`src/rtl/cc_result_uart_tx.sv`:
```
// 8N1 UART transmitter for the three cross-correlation lag results.
// Sends SYNC_BYTE, Lag_0, Lag_1, Lag_2, XOR checksum on a rising edge of TX_en.
module cc_result_uart_tx #(
    parameter int          CLKS_PER_BIT = 868,
    parameter logic [7:0]  SYNC_BYTE    = 8'hA5
) (
    input  logic       clk,
    input  logic       reset,
    input  logic       TX_en,
    input  logic [7:0] Lag_0,
    input  logic [7:0] Lag_1,
    input  logic [7:0] Lag_2,
    output logic       RsTx,
    output logic       Tx_Ready,
    output logic       Tx_Busy
);

    localparam int               CNT_W    = $clog2(CLKS_PER_BIT);
    localparam logic [CNT_W-1:0] CNT_LAST = CNT_W'(CLKS_PER_BIT - 1);

    typedef enum logic [2:0] {IDLE, START, DATA, STOP, DONE} state_t;

    state_t           state, state_next;
    logic [CNT_W-1:0] cnt, cnt_next;
    logic [2:0]       bit_idx, bit_next;
    logic [2:0]       byte_idx, byte_next;
    logic             tx_en_q;
    logic [4:0][7:0]  shadow;
    logic             start;
    logic             bit_end;
    logic [7:0]       cur_byte;
    logic             rs_tx_d;
    logic             ready_d;
    logic             busy_d;

    assign start   = (state == IDLE) && TX_en && !tx_en_q;
    assign bit_end = (cnt == CNT_LAST);

    always_ff @(posedge clk) begin
        if (reset) begin
            state    <= IDLE;
            cnt      <= '0;
            bit_idx  <= '0;
            byte_idx <= '0;
            tx_en_q  <= 1'b1;
            shadow   <= '0;
            RsTx     <= 1'b1;
            Tx_Ready <= 1'b0;
            Tx_Busy  <= 1'b0;
        end else begin
            state    <= state_next;
            cnt      <= cnt_next;
            bit_idx  <= bit_next;
            byte_idx <= byte_next;
            tx_en_q  <= TX_en;
            if (start) begin
                shadow <= {Lag_0 ^ Lag_1 ^ Lag_2, Lag_2, Lag_1, Lag_0, SYNC_BYTE};
            end
            RsTx     <= rs_tx_d;
            Tx_Ready <= ready_d;
            Tx_Busy  <= busy_d;
        end
    end

    always_comb begin
        state_next = state;
        cnt_next   = cnt;
        bit_next   = bit_idx;
        byte_next  = byte_idx;
        case (state)
            IDLE: begin
                cnt_next  = '0;
                bit_next  = '0;
                byte_next = '0;
                if (start) state_next = START;
            end
            START: begin
                cnt_next = bit_end ? '0 : cnt + CNT_W'(1);
                if (bit_end) begin
                    state_next = DATA;
                    bit_next   = '0;
                end
            end
            DATA: begin
                cnt_next = bit_end ? '0 : cnt + CNT_W'(1);
                if (bit_end) begin
                    bit_next = bit_idx + 3'd1;
                    if (bit_idx == 3'd7) state_next = STOP;
                end
            end
            STOP: begin
                cnt_next = bit_end ? '0 : cnt + CNT_W'(1);
                if (bit_end) begin
                    if (byte_idx == 3'd4) begin
                        state_next = DONE;
                    end else begin
                        state_next = START;
                        byte_next  = byte_idx + 3'd1;
                    end
                end
            end
            DONE: begin
                state_next = IDLE;
                cnt_next   = '0;
            end
            default: state_next = IDLE;
        endcase
    end

    // Outputs are decoded from the next state so the registered pins line up
    // with the state they describe, with no path from inputs to pins.
    always_comb begin
        cur_byte = '1;
        case (byte_next)
            3'd0:    cur_byte = shadow[0];
            3'd1:    cur_byte = shadow[1];
            3'd2:    cur_byte = shadow[2];
            3'd3:    cur_byte = shadow[3];
            3'd4:    cur_byte = shadow[4];
            default: cur_byte = '1;
        endcase
        rs_tx_d = 1'b1;
        case (state_next)
            START:   rs_tx_d = 1'b0;
            DATA:    rs_tx_d = cur_byte[bit_next];
            default: rs_tx_d = 1'b1;
        endcase
        busy_d  = (state_next == START) || (state_next == DATA) || (state_next == STOP);
        ready_d = (state_next == DONE);
    end

endmodule
```
`config.mk`:
```
export PLATFORM = sky130hd
export DESIGN_NAME = cc_result_uart_tx
export DESIGN_NICKNAME = d
export VERILOG_FILES = /design/src/rtl/cc_result_uart_tx.sv
export SDC_FILE = /design/constraint.sdc
export NUM_CORES = 1
export LEC_CHECK = 0
export BUFFER_PORTS_ARGS = -buffer_cell sky130_fd_sc_hd__buf_2
export CAP_MARGIN = 25
export CORE_ASPECT_RATIO = 0.6
export CORE_MARGIN = 10
export CORE_UTILIZATION = 28
export DETAILED_ROUTE_END_ITERATION = 16
export GPL_TIMING_DRIVEN = 0
export HOLD_SLACK_MARGIN = 0.08
export PLACE_DENSITY = 0.42
export SLEW_MARGIN = 5
export SYNTH_ARGS = -nofsm -noshare
export SYNTH_HDL_FRONTEND = slang
export SYNTH_SLANG_ARGS = --single-unit
```
`constraint.sdc`:
```
create_clock -name clk -period 3.8 [get_ports clk]
set_input_delay 0.76 -clock clk [delete_from_list [all_inputs] [get_ports clk]]
set_output_delay 0.76 -clock clk [all_outputs]
set_load 0.02 [all_outputs]
```
* Word-level counts from Yosys, hierarchy flattened
Index checks and enable logic that the tools add are counted.
** Storage, ports and cells
- Register bits :: 56
- Input port bits :: 27
- Word-level logic and storage cells :: 63
** Operators by class
- Add/subtract/negate cells :: 3
- $lt $le $gt $ge :: 1
- Equal/unequal tests :: 15
- Muxes and demuxes :: 19
- Bitwise logic cells :: 2
- Reduce and logical (&&, ||, !) cells :: 10
** Operators by type and width (number)
- $pmux W8 S5 :: 1
- $mux W3 :: 10
- $pmux W10 S2 :: 1
- $eq A3 B2 Y1 const B :: 6
- $xor A8 B8 Y8 :: 2
- $eq A3 B3 Y1 const B :: 5
- $pmux W3 S4 :: 1
- $add A10 B1 Y10 const B :: 1
- $eq A10 B10 Y1 const B :: 1
- $mux W10 :: 1
- $eq A3 B1 Y1 const B :: 3
- $pmux W3 S3 :: 1
- $add A3 B1 Y3 const B :: 2
- $logic_not A3 Y1 :: 2
- $pmux W3 S2 :: 1
- $lt A3 B4 Y1 const B :: 1
- $bmux W1 S3 :: 1
- $reduce_or A3 Y1 :: 1
- $logic_and A1 B1 Y1 :: 2
- $logic_or A1 B1 Y1 :: 2
- $pmux W1 S2 :: 1
- $reduce_bool A2 Y1 :: 1
- $reduce_or A2 Y1 :: 1
- $logic_not A1 Y1 :: 1
- $mux W1 :: 1

* Depth between registers and ports, before layout
Gate-level depths: netlist of run 1.
- Depth after elaboration :: 9
- Mapped depth :: 14

* Least setup slack after synthesis of run 1
No wires, ideal clock.
- Path kind :: reg2reg
- Start point :: register cnt[0]
- End point :: register RsTx
- Library setup time :: 0.122 ns
- Arrival time :: 2.574 ns
- Slack :: 1.104 ns
- Cell stages (with the launch flop) :: 15
- Buffers on the path :: 0
- Cells stage by stage :: dfxtp_1 ha_1 and4b_1 nand2_1 nor2_2 inv_2 ha_1 nor2_1 a21oi_1 o21ai_0 a21oi_1 o211ai_1 a221oi_1 nor3_1 a221o_1
** On the way
- Cells in the longest elaborated chain, start to end :: 8
- Elaborated cells between the ends (all ways) :: 21
- Those cells by class :: 7 x eq/ne; 13 x mux; 1 x reduce/logical
** Ends and longest elaborated chain
- start, declared :: RTL line 24 : logic [CNT_W-1:0] cnt, cnt_next;
- start signal, assigned :: RTL line 52 : cnt <= cnt_next;
- $eq A10 B10 Y1 * :: RTL line 37 : assign bit_end = (cnt == CNT_LAST);
- $mux W3 :: RTL line 93 : if (bit_end) begin
- $pmux W3 S2 :: RTL line 70 : case (state)
- $eq A3 B3 Y1 (tied with other cells) :: RTL line 114 : case (byte_next)
- $pmux W8 S5 :: RTL line 114
- $bmux W1 S3 :: RTL line 125 : DATA: rs_tx_d = cur_byte[bit_next];
- $mux W1 (implied by the code) :: RTL line 125
- $pmux W1 S2 * :: RTL line 123 : case (state_next)
- end signal, assigned :: RTL line 59 : RsTx <= rs_tx_d;
- end, declared :: RTL line 13 : output logic RsTx,
Mark *: on every way between the ends. The rest lies on a longest branch, timed or not. The select of a mux whose other input is x is not followed.
A chain may end at the register's enable or synchronous reset.

* Worst setup path in the final report of run 1
Same ends and word-level chain as after synthesis.

==> results of run 1 <==
-- critical path, cell delays in order, from the launching register on --
cell and delay, ns:
sky130_fd_sc_hd__dfxtp_1 0.38, sky130_fd_sc_hd__ha_1 0.23, sky130_fd_sc_hd__and4b_1 0.35, sky130_fd_sc_hd__nand2_1 0.12
sky130_fd_sc_hd__nor2_2 0.18, sky130_fd_sc_hd__inv_2 0.11, sky130_fd_sc_hd__ha_1 0.29, sky130_fd_sc_hd__nor2_1 0.04
sky130_fd_sc_hd__a21oi_1 0.16, sky130_fd_sc_hd__o21ai_0 0.23, sky130_fd_sc_hd__a21oi_1 0.23, sky130_fd_sc_hd__o211ai_1 0.10
sky130_fd_sc_hd__a221oi_1 0.29, sky130_fd_sc_hd__nor3_1 0.11, sky130_fd_sc_hd__a221o_1 0.37
-- layer usage --
metal / GRT usage [%] / wire length [um] / up-vias
li1: - / - / 1340
met1: 19.9 / 5090 / 1202
met2: 14.5 / 3240 / 55
met3: 3.38 / 551 / 8
met4: 3.10 / 85 / 0
met5: 0 / 0 / -
-- stage by stage --
| stage | std cells | power (mW) |
|---|---|---|
| finish | 537 | 1.25 |
| global route | 537 | 1.30 |
| CTS | 537 | 1.27 |
| detailed placement | 529 | 0.732 |
| global placement | 528 | 0.731 |
| floorplan | 365 | 0.687 |
-- registers in the layout (all words and copies together) (netlist names) --
name / flops
shadow: 33
cnt: 10
bit_idx: 3
byte_idx: 3
state: 3
RsTx: 1
Tx_Busy: 1
Tx_Ready: 1
tx_en_q: 1
-- logic make-up (layout without fill, tap and decap cells) --
| group | Yosys count | count (layout) | synth area share, % |
|---|---|---|---|
| compound gates | 87 | 87 | 19.9 |
| xor+xnor | 22 | 22 | 6.65 |
| fa+ha+maj | 7 | 7 | 2.98 |
| buf+inv | 21 | 58 | 2.98 |
| flops | 56 | 56 | 38.7 |
| mux | 5 | 5 | 1.73 |
| simple gates | 167 | 167 | 27.0 |
-- synthesized netlist by cell type (all sizes together) (4+ instances only) --
cell    count
a21oi      47
a22oi       4
buf         4
clkbuf     13
dfxtp      56
ha          6
inv         4
mux2i       5
nand2      84
nand3      14
nor2       38
nor3        9
o21ai      11
xnor2      18
xor2        4
-- power by group --
group | internal (mW) | leakage (nW) | switching [mW]
Combinational | 0.0430 | 0.701 | 0.0651
Sequential | 0.602 | 0.454 | 0.00854
Clock | 0.311 | 0.0808 | 0.223
Total | 0.956 | 1.24 | 0.296
-- worst max-delay path by stage --
stage | startpoint | end | slack, ns | depth (start not counted)
floorplan | cnt[0] | RsTx | 1.10 | 14
global placement | cnt[0] | RsTx | 0.57 | 14
detailed placement | cnt[0] | RsTx | 0.55 | 14
CTS | cnt[0] | RsTx | 0.53 | 14
global route | cnt[0] | RsTx | 0.23 | 14
finish | cnt[0] | RsTx | 0.52 | 14
-- cell type report --
cell class	count	area, um2
repair buffers	29	145
well taps	135	169
clock inverters	2	35.0
fillers	1085	6610
multi-input cells	288	1690
flip-flops and latches	56	1120
plain buffers	17	71.3
clock buffers	6	129
inverters	4	15.0
-- cells in the final DEF (no fill, tap or decap), types with 3 or more instances in the layout --
cell type,synthesis,final
sky130_fd_sc_hd__a21o_1,3,3
sky130_fd_sc_hd__a21oi_1,45,45
sky130_fd_sc_hd__a22oi_1,4,4
sky130_fd_sc_hd__buf_2,3,32
sky130_fd_sc_hd__clkbuf_1,13,14
sky130_fd_sc_hd__clkbuf_16,0,5
sky130_fd_sc_hd__dfxtp_1,56,56
sky130_fd_sc_hd__ha_1,6,6
sky130_fd_sc_hd__inv_1,3,3
sky130_fd_sc_hd__mux2i_1,5,5
sky130_fd_sc_hd__nand2_1,84,84
sky130_fd_sc_hd__nand3_1,14,14
sky130_fd_sc_hd__nor2_1,36,36
sky130_fd_sc_hd__nor3_1,6,6
sky130_fd_sc_hd__nor4_1,3,3
sky130_fd_sc_hd__o21ai_0,9,9
sky130_fd_sc_hd__xnor2_1,18,18
sky130_fd_sc_hd__xor2_1,4,4
==> reports/results.md, run 1 <==
| Metric | Value |
|---|---|
| Status | finished clean |
| Number of H-tree branching levels | 2 |
| Area post-placement | 3210 um2 |
| Antenna violations before repair | 0 |
| Clock latency on the worst-skew pair | 0.30 ns |
| Launch point of the worst reg-to-reg path | cnt[0] |
| Final antenna-violating net count | 0 |
| Number of enable-type register cells in the synthesized netlist | 0 |
| Share of final-layout standard cells stronger than drive strength 1 | 15.2% |
| Fmax | 305 MHz |
| Max-capacitance violation count | 0 |
| Power density over cell area | 371 nW/um2 |
| # resized after CTS | 0 |
| TritonCTS clock tree | yes |
| Count of pins over their slew limit | 0 |
| Overall die area | 15000 um2 |
| Clock tree buffer depth | 2 |
| DR DRC count | 0 |
| First-pass GRT wire length | 14.3 mm |
| Clk slew on worst S/H paths | 0.07 ns |
| Asr flop ratio synth | 0% |
| Total wire length | 8.97 mm |
| Final HPWL DP | 6.85 mm |
| Headroom to the max-slew limit | 43.0% |
| Transition time of the tightest slew-check pin | 0.847 ns |
| Core region area | 9980 um2 |
| Share of the cycle needed by the critical path after routing | 86.4% |
| Hold Path Origin | shadow[27] |
| WHS Path Cells | 2 |
| Number of antenna repair diodes | 0 |
| Final setup viols | 0 |
| Final Util | 33.8% |
| Post-synthesis cell type count | 59 |
| Largest driver fanout on the critical path | 8 |
| Net count, final | 434 |
| Cts-stage hold buffer count | 0 |
| Sequential share of the synthesized area | 38.7% |
| Most area-consuming cells after synthesis | sky130_fd_sc_hd__dfxtp_1, sky130_fd_sc_hd__nand2_1, sky130_fd_sc_hd__a21oi_1 |
| Final worst slack | 0.518 ns |
| Number of top-level pins | 30 |
| Number of I/O port buffers | 28 |
| Peak supply drop | 0.168 mV |
| Root Driver | sky130_fd_sc_hd__clkbuf_16 |
| Rows | 28 |
| Gate Count Post-Synth | 365 |
| Pre-CTS setup slack | 0.547 ns |
| Setup slack of the most critical reg-to-reg path | 0.52 ns |
| Area share of the largest cell type after synthesis | 38.7% |
| Global-route congestion overflow total | 0 |
| First-pass iteration count of the detailed router | 4 |
| Die height | 98.8 um |
| Post-synthesis to final-layout area growth | 16.5% |
| Post-CTS repair timing setup buffer count | 0 |
| All-layer global routing usage | 12.2% |
| Leakage power | 1.24 nW |
| Setup TNS Final | 0 ns |
| Startpoint type of the worst setup path | flop |
| Pin count of the biggest net entering global routing | 17 |
| Count of final hold-check violations | 0 |
| Clock skew after layout | 0.00694 ns |
| Die width | 151 um |
| Number of global-route vias before repair | 2551 |
| Vias after detailed routing | 2605 |
| Setup repair after global routing missed its margin | false |
| Endpoint kind of the worst setup timing path | flop |
| Final-layout worst hold slack | 0.454 ns |
| Vias per cell | 4.85 |
| Syn Area/Cell | 7.94 um2 |
| Net count after synthesis | 398 |
| Starting density of the core | 29.0% |
| Required time of the worst setup path | 3.99 ns |
| Worst setup path category | reg2reg |
| Total clock sinks | 56 |
| Global placement routability congestion | 0.798 |
| Arr. time, crit path | 3.47 ns |
| Time the final worst path needs with I/O delays and setup | 3.28 ns |
| Type of the worst min-delay path | reg2reg |
| Total of warnings raised by yosys | 0 |
| Final non-filler cell area | 3380 um2 |
| Dominant synthesized flop cell | sky130_fd_sc_hd__dfxtp_1 |
| Violation count after the first detailed-routing iteration | 201 |
| Dominant cell type by area after synthesis | sky130_fd_sc_hd__dfxtp_1 |
| Post-synth design cell area | 2900 um2 |
| Average wire length per cell after detail routing | 16.7 um |
| Crit Reg-Reg Endpoint | RsTx |
| Number of flip-flops and latches in the synthesized netlist | 56 |
| Capture endpoint of the worst hold path | shadow[27] |
| Number of buffers created by CTS | 5 |
| Path depth of the worst reg2reg path | 14 |
(Power assumes the default switching activity.)
==> run 2: changes to the inputs <==
- PLACE_DENSITY: 0.42 -> default
==> run 2 against run 1 <==
Against the previous run: final cell count unchanged; highest routed layer unchanged; critical endpoint unchanged; die area unchanged; register-to-register slack better by 0.04 ns; largest cell class unchanged; clock power down 11%; worst hold slack worse by 0.00086 ns.
==> reports/results.md, run 2 (synthesis gave the netlist of run 1 again) <==
| Metric | Value | Change |
|---|---|---|
| # resized after CTS | 0 | unchanged |
| WHS Path Cells | 2 | unchanged |
| Total power after layout | 1.19 mW | -4.7% |
| Time the final worst path needs with I/O delays and setup | 3.24 ns | -0.0421 ns |
| Final antenna-violating net count | 0 | unchanged |
| Delay of the slowest critical-path stage | 0.37 ns | about the same |
| Sequential cell area | 1120 um2 | unchanged |
| Final setup viols | 0 | unchanged |
| Met2 usage | 14.8% | +0.27 points |
| Overall die area | 15000 um2 | unchanged |
| Number of antenna repair diodes | 0 | unchanged |
| Critical-path cell list | ha_1 > and4b_1 > nand2_1 > nor2_2 > inv_2 > ha_1 > nor2_1 > a21oi_1 > o21ai_0 > a21oi_1 > o211ai_1 > a221oi_1 > nor3_1 > a221o_1 |  |
| Leakage power | 1.23 nW | -0.34% |
| Crit path max-delay cell type | sky130_fd_sc_hd__dfxtp_1 |  |
| Total wire length | 8.41 mm | -6.2% |
| Layout filler cell count | 1049 | -3.3% |
| TritonCTS clock tree | yes |  |
| Global-route congestion overflow total | 0 | unchanged |
| Final Util | 33.7% | -0.15 points |
| Setup slack of the most critical reg-to-reg path | 0.56 ns | +0.04 ns |
| Setup TNS Final | 0 ns | unchanged |
| Status | finished clean |  |
| Busiest metal layer after global routing | met1 |  |
| Headroom to the max-slew limit | 42.4% | -0.63 points |
| Die width | 151 um | unchanged |
| Startpoint type of the worst setup path | flop |  |
| Final HPWL DP | 6.41 mm | -6.4% |
| Die height | 98.8 um | unchanged |
| Critical path origin | cnt[0] |  |
| Biggest regs | shadow: 33 flops, cnt: 10 flops |  |
| Number of H-tree branching levels | 2 | unchanged |
| Endpoint kind of the worst setup timing path | flop |  |
| First-pass GRT wire length | 13.7 mm | -4.1% |
| Count of pins over their slew limit | 0 | unchanged |
| Peak supply drop | 0.145 mV | -14% |
| Starting density of the core | 29.0% | unchanged |
| Leading cell types in the layout, fill and taps excluded | sky130_fd_sc_hd__nand2_1, sky130_fd_sc_hd__dfxtp_1, sky130_fd_sc_hd__a21oi_1 |  |
| Post-synthesis to final-layout area growth | 16.0% |  |
| Max reg flops | 33 | unchanged |
| Violation count after the first detailed-routing iteration | 276 | +37% |
| All-layer global routing usage | 11.5% | -0.77 points |
| Total clock sinks | 56 | unchanged |
| Count of final hold-check violations | 0 | unchanged |
| Area of the multi-input gates | 1690 um2 | unchanged |
| Antenna violations before repair | 0 | unchanged |
| Clock latency on the worst-skew pair | 0.30 ns | about the same |
| Power density over cell area | 355 nW/um2 | -4.3% |
| Global placement routability congestion | 0.912 | +14% |
| Met3 track demand over resource | 3.70% | +0.32 points |
| Average wire length per cell after detail routing | 15.7 um | -6.2% |
| Net count, final | 434 | unchanged |
| First-pass iteration count of the detailed router | 5 | +1 |
| Cts-stage hold buffer count | 0 | unchanged |
| Clock tree buffer depth | 2 | unchanged |
| Fmax | 309 MHz | +1.3% |
| GR Util met1 | 17.5% | -2.3 points |
| Number of buffers created by CTS | 5 | unchanged |
| Rows | 28 | unchanged |
| Path depth of the worst reg2reg path | 14 | unchanged |
| Root Driver | sky130_fd_sc_hd__clkbuf_16 |  |
| Arr. time, crit path | 3.42 ns | -0.05 ns |
| Launch point of the worst reg-to-reg path | cnt[0] |  |
| Termination of the worst setup path | RsTx |  |
| Clk slew on worst S/H paths | 0.07 ns | about the same |
| Vias after detailed routing | 2711 | +4.1% |
| Worst setup path category | reg2reg |  |
| Max-capacitance violation count | 0 | unchanged |
| Clock skew after layout | 0.00721 ns | +0.000271 ns |
| Number of global-route vias before repair | 2578 | +1.1% |
| Setup repair after global routing missed its margin | false |  |
| Largest driver fanout on the critical path | 8 | unchanged |
| Required time of the worst setup path | 3.98 ns | about the same |
| Share of final-layout standard cells stronger than drive strength 1 | 15.4% | +0.25 points |
| Vias per cell | 5.05 | +4.1% |
| Number of I/O port buffers | 28 | unchanged |
| Crit Reg-Reg Endpoint | RsTx |  |
| Post-CTS repair timing setup buffer count | 0 | unchanged |
| Transition time of the tightest slew-check pin | 0.857 ns | +0.00939 ns |
| Number of top-level pins | 30 | unchanged |
| Reg with most FFs | shadow |  |
| Type of the worst min-delay path | reg2reg |  |
| DR DRC count | 0 | unchanged |
| Share of the cycle needed by the critical path after routing | 85.3% | -1.1 points |
| Most common library cell in the layout ignoring fill and taps | sky130_fd_sc_hd__nand2_1 |  |
| Pin count of the biggest net entering global routing | 17 | unchanged |
| Core region area | 9980 um2 | unchanged |
==> run 2: worst min-delay path by stage <==
stage / from / to / slack [ns]
6_report: shadow[12] / shadow[12] / 0.45
5_1_grt: shadow[9] / shadow[9] / 0.48
2_1_floorplan: shadow[34] / shadow[34] / 0.43
3_3_place_gp: shadow[32] / shadow[32] / 0.44
4_1_cts: shadow[9] / shadow[9] / 0.46
3_5_place_dp: shadow[9] / shadow[9] / 0.45
==> run 2: routing by layer <==
| metal | vias up | share of wire [%] |
|---|---|---|
| met4 | 0 | 1.0 |
| met2 | 112 | 37 |
| met1 | 1245 | 52 |
| met5 | - | 0 |
| met3 | 11 | 9.8 |
| li1 | 1343 | - |
==> run 2: power by group <==
group | leakage [nW] | internal [mW] | switching [mW]
sequential | 0.454 | 0.602 | 0.00845
clock | 0.0766 | 0.261 | 0.215
combinational | 0.701 | 0.0430 | 0.0645
==> run 2: per-stage QoR <==
stage,setup WS [ns],hold slack [ns],area [um2],std cells
global placement,0.623,0.440,3210,528
floorplan,1.10,0.431,2900,365
detailed placement,0.632,0.446,3210,528
finish,0.560,0.453,3360,537
CTS,0.613,0.456,3360,536
global route,0.363,0.479,3360,537
==> run 2: worst max-delay path, delay by kind of cell, from the launching register on <==
kind | cells | cell delay (ns)
buffers and inverters | 1 | 0.10
and+or+nand+nor | 5 | 0.78
DFF | 1 | 0.37
AOI/OAI and AO/OA | 6 | 1.36
adders and majority gates | 2 | 0.52
==> run 2: cell type report <==
class / instances / area share [%]
plain buffers: 17 / 2.12
inverters: 4 / 0.447
multi-input cells: 288 / 50.3
well taps: 135 / 5.03
flip-flops and latches: 56 / 33.4
clock inverters: 2 / 0.298
repair buffers: 29 / 4.32
clock buffers: 6 / 4.13
==> run 3: changes to the inputs <==
- CORE_UTILIZATION: 28 -> 55
- PLACE_DENSITY: default -> 0.75
==> run 3 against run 2 <==
Against the previous run: cell area down 4.2%; core utilization rose by 30 points; highest routed layer unchanged; critical path depth did not move; total power shrank 11%; non-clock buffer count did not move.
==> reports/results.md, run 3 (synthesis gave the netlist of run 1 again) <==
| Metric | Value | Change |
|---|---|---|
| Reg with most FFs | shadow |  |
| Number of global-route vias before repair | 2589 | +0.43% |
| Global-route congestion overflow total | 0 | unchanged |
| Headroom to the max-slew limit | 45.0% | +2.7 points |
| Average wire length per cell after detail routing | 16.3 um | +4.4% |
| Starting density of the core | 57.0% | +28 points |
| Time the final worst path needs with I/O delays and setup | 3.26 ns | +0.0233 ns |
| Vias per cell | 5.92 | +17% |
| Cts-stage hold buffer count | 0 | unchanged |
| First-pass iteration count of the detailed router | 5 | unchanged |
| Launch point of the worst reg-to-reg path | cnt[0] |  |
| Antenna violations before repair | 0 | unchanged |
| Combinational Power Share | 10.0% | +1.0 points |
| Net switching fraction of the power | 25.0% | +0.84 points |
| Core region area | 5080 um2 | -49% |
| Final antenna-violating net count | 0 | unchanged |
| Count of pins over their slew limit | 0 | unchanged |
| Largest driver fanout on the critical path | 8 | unchanged |
| # resized after CTS | 0 | unchanged |
| Sequential cell area | 1120 um2 | unchanged |
| Required time of the worst setup path | 4.00 ns | +0.02 ns |
| Area of the multi-input gates | 1690 um2 | unchanged |
| Total clock sinks | 56 | unchanged |
| Power density over cell area | 329 nW/um2 | -7.5% |
| Endpoint kind of the worst setup timing path | flop |  |
| Leading cell types in the layout, fill and taps excluded | sky130_fd_sc_hd__nand2_1, sky130_fd_sc_hd__dfxtp_1, sky130_fd_sc_hd__a21oi_1 |  |
| Share of the cycle needed by the critical path after routing | 85.9% | +0.61 points |
| Total power after layout | 1.06 mW | -11% |
| Most common library cell in the layout ignoring fill and taps | sky130_fd_sc_hd__nand2_1 |  |
| Post-synthesis to final-layout area growth | 11.1% |  |
| Net load switching power | 0.264 mW | -8.3% |
| Worst setup path category | reg2reg |  |
| Number of I/O port buffers | 28 | unchanged |
| Die height | 76.2 um | -23% |
| Max-capacitance violation count | 0 | unchanged |
| Overall die area | 8670 um2 | -42% |
| TritonCTS clock tree | yes |  |
| First-pass GRT wire length | 12.8 mm | -6.3% |
| Clock skew after layout | 0.00283 ns | -0.00438 ns |
| Final HPWL DP | 5.75 mm | -10% |
| Final-layout worst hold slack | 0.462 ns | +0.00976 ns |
| Hold Path Origin | shadow[9] |  |
| Layout filler cell count | 458 | -56% |
| Peak supply drop | 0.175 mV | +21% |
| Arr. time, crit path | 3.46 ns | +0.04 ns |
| Critical path origin | cnt[0] |  |
| Clock tree buffer depth | 2 | unchanged |
| Max reg flops | 33 | unchanged |
| Global placement routability congestion | 0.969 | +6.3% |
| Proportion of power drawn by flip-flops and latches | 57.7% | +6.6 points |
| Post-CTS repair timing setup buffer count | 0 | unchanged |
| Final setup viols | 0 | unchanged |
| Biggest regs | shadow: 33 flops, cnt: 10 flops |  |
| DR DRC count | 0 | unchanged |
| Status | finished clean |  |
| Count of final hold-check violations | 0 | unchanged |
| Clock latency on the worst-skew pair | 0.31 ns | about the same |
| Startpoint type of the worst setup path | flop |  |
| Type of the worst min-delay path | reg2reg |  |
| Fmax | 306 MHz | -0.71% |
| Total wire length | 7.65 mm | -9.0% |
| Internal power | 0.794 mW | -12% |
| Setup TNS Final | 0 ns | unchanged |
| Clock network fraction of design power | 32.3% | -7.6 points |
| Transition time of the tightest slew-check pin | 0.817 ns | -0.0396 ns |
| Clk slew on worst S/H paths | 0.10 ns | +0.03 ns |
| All-layer global routing usage | 17.5% | +6.1 points |
| Net count, final | 434 | unchanged |
| Rows | 20 | -29% |
| Violation count after the first detailed-routing iteration | 259 | -6.2% |
| Number of top-level pins | 30 | unchanged |
| Number of antenna repair diodes | 0 | unchanged |
| Share of final-layout standard cells stronger than drive strength 1 | 15.2% | -0.25 points |
| Vias after detailed routing | 2769 | +2.1% |
| Number of buffers created by CTS | 5 | unchanged |
| Setup repair after global routing missed its margin | false |  |
| Root Driver | sky130_fd_sc_hd__clkbuf_8 |  |
| Leakage power | 1.20 nW | -2.6% |
| Die width | 114 um | -25% |
| Pin count of the biggest net entering global routing | 17 | unchanged |
| Number of H-tree branching levels | 2 | unchanged |
run 3: cell count changes in the layout (fill, tap and decap cells not counted), sizes merged:
cell      before  now
clkbuf        19   20
clkinv         2    0
clkinvlp       0    1
run 3: layout make-up:
class	instances	share of cell area, %
multi-input combinational	288	52.5
tap	66	2.57
inverter	4	0.466
buffer	17	2.22
timing repair buffer	29	4.51
clock inverter	1	0.233
clock buffer	7	2.68
sequential	56	34.8
run 3: worst paths after layout:
| check | to | slack [ns] | cells after the start |
|---|---|---|---|
| hold / removal | shadow[9] | 0.46 | 2 |
| hold reg to reg | shadow[9] | 0.46 | 2 |
| setup reg to reg | RsTx | 0.54 | 14 |
| setup / recovery | RsTx | 0.54 | 14 |
run 3: power by group through the flow:
stage               registers (mW)  clock network (mW)  logic, mW
detailed placement           0.624                   0      0.104
CTS                          0.610               0.343      0.105
finish                       0.610               0.341      0.106
floorplan                    0.623                   0     0.0639
global route                 0.612               0.360      0.118
global placement             0.623                   0      0.102
run 3: stage by stage:
| stage | cells | worst slack, ns | util (%) | instance area [um2] |
|---|---|---|---|---|
| 2_1_floorplan | 365 | 1.10 | - | 2900 |
| 3_3_place_gp | 459 | 0.691 | 61.4 | 3120 |
| 3_5_place_dp | 459 | 0.618 | 61.4 | 3120 |
| 4_1_cts | 467 | 0.580 | 63.3 | 3210 |
| 5_1_grt | 468 | 0.291 | 63.4 | 3220 |
| 6_report | 468 | 0.537 | 63.4 | 3220 |
run 3: critical path: stages (launching register included):
cell and delay, ns:
sky130_fd_sc_hd__dfxtp_1 0.39, sky130_fd_sc_hd__ha_1 0.23, sky130_fd_sc_hd__and4b_1 0.33, sky130_fd_sc_hd__nand2_1 0.12
sky130_fd_sc_hd__nor2_2 0.17, sky130_fd_sc_hd__inv_2 0.10, sky130_fd_sc_hd__ha_1 0.29, sky130_fd_sc_hd__nor2_1 0.04
sky130_fd_sc_hd__a21oi_1 0.15, sky130_fd_sc_hd__o21ai_0 0.25, sky130_fd_sc_hd__a21oi_1 0.20, sky130_fd_sc_hd__o211ai_1 0.11
sky130_fd_sc_hd__a221oi_1 0.30, sky130_fd_sc_hd__nor3_1 0.11, sky130_fd_sc_hd__a221o_1 0.36
run 3: routing by layer:
layer / part of all wire (%) / global-route usage [%]
met1: 50 / 26.7
met4: 0.86 / 2.90
met5: 0 / 0
met2: 39 / 23.7
met3: 10 / 4.72
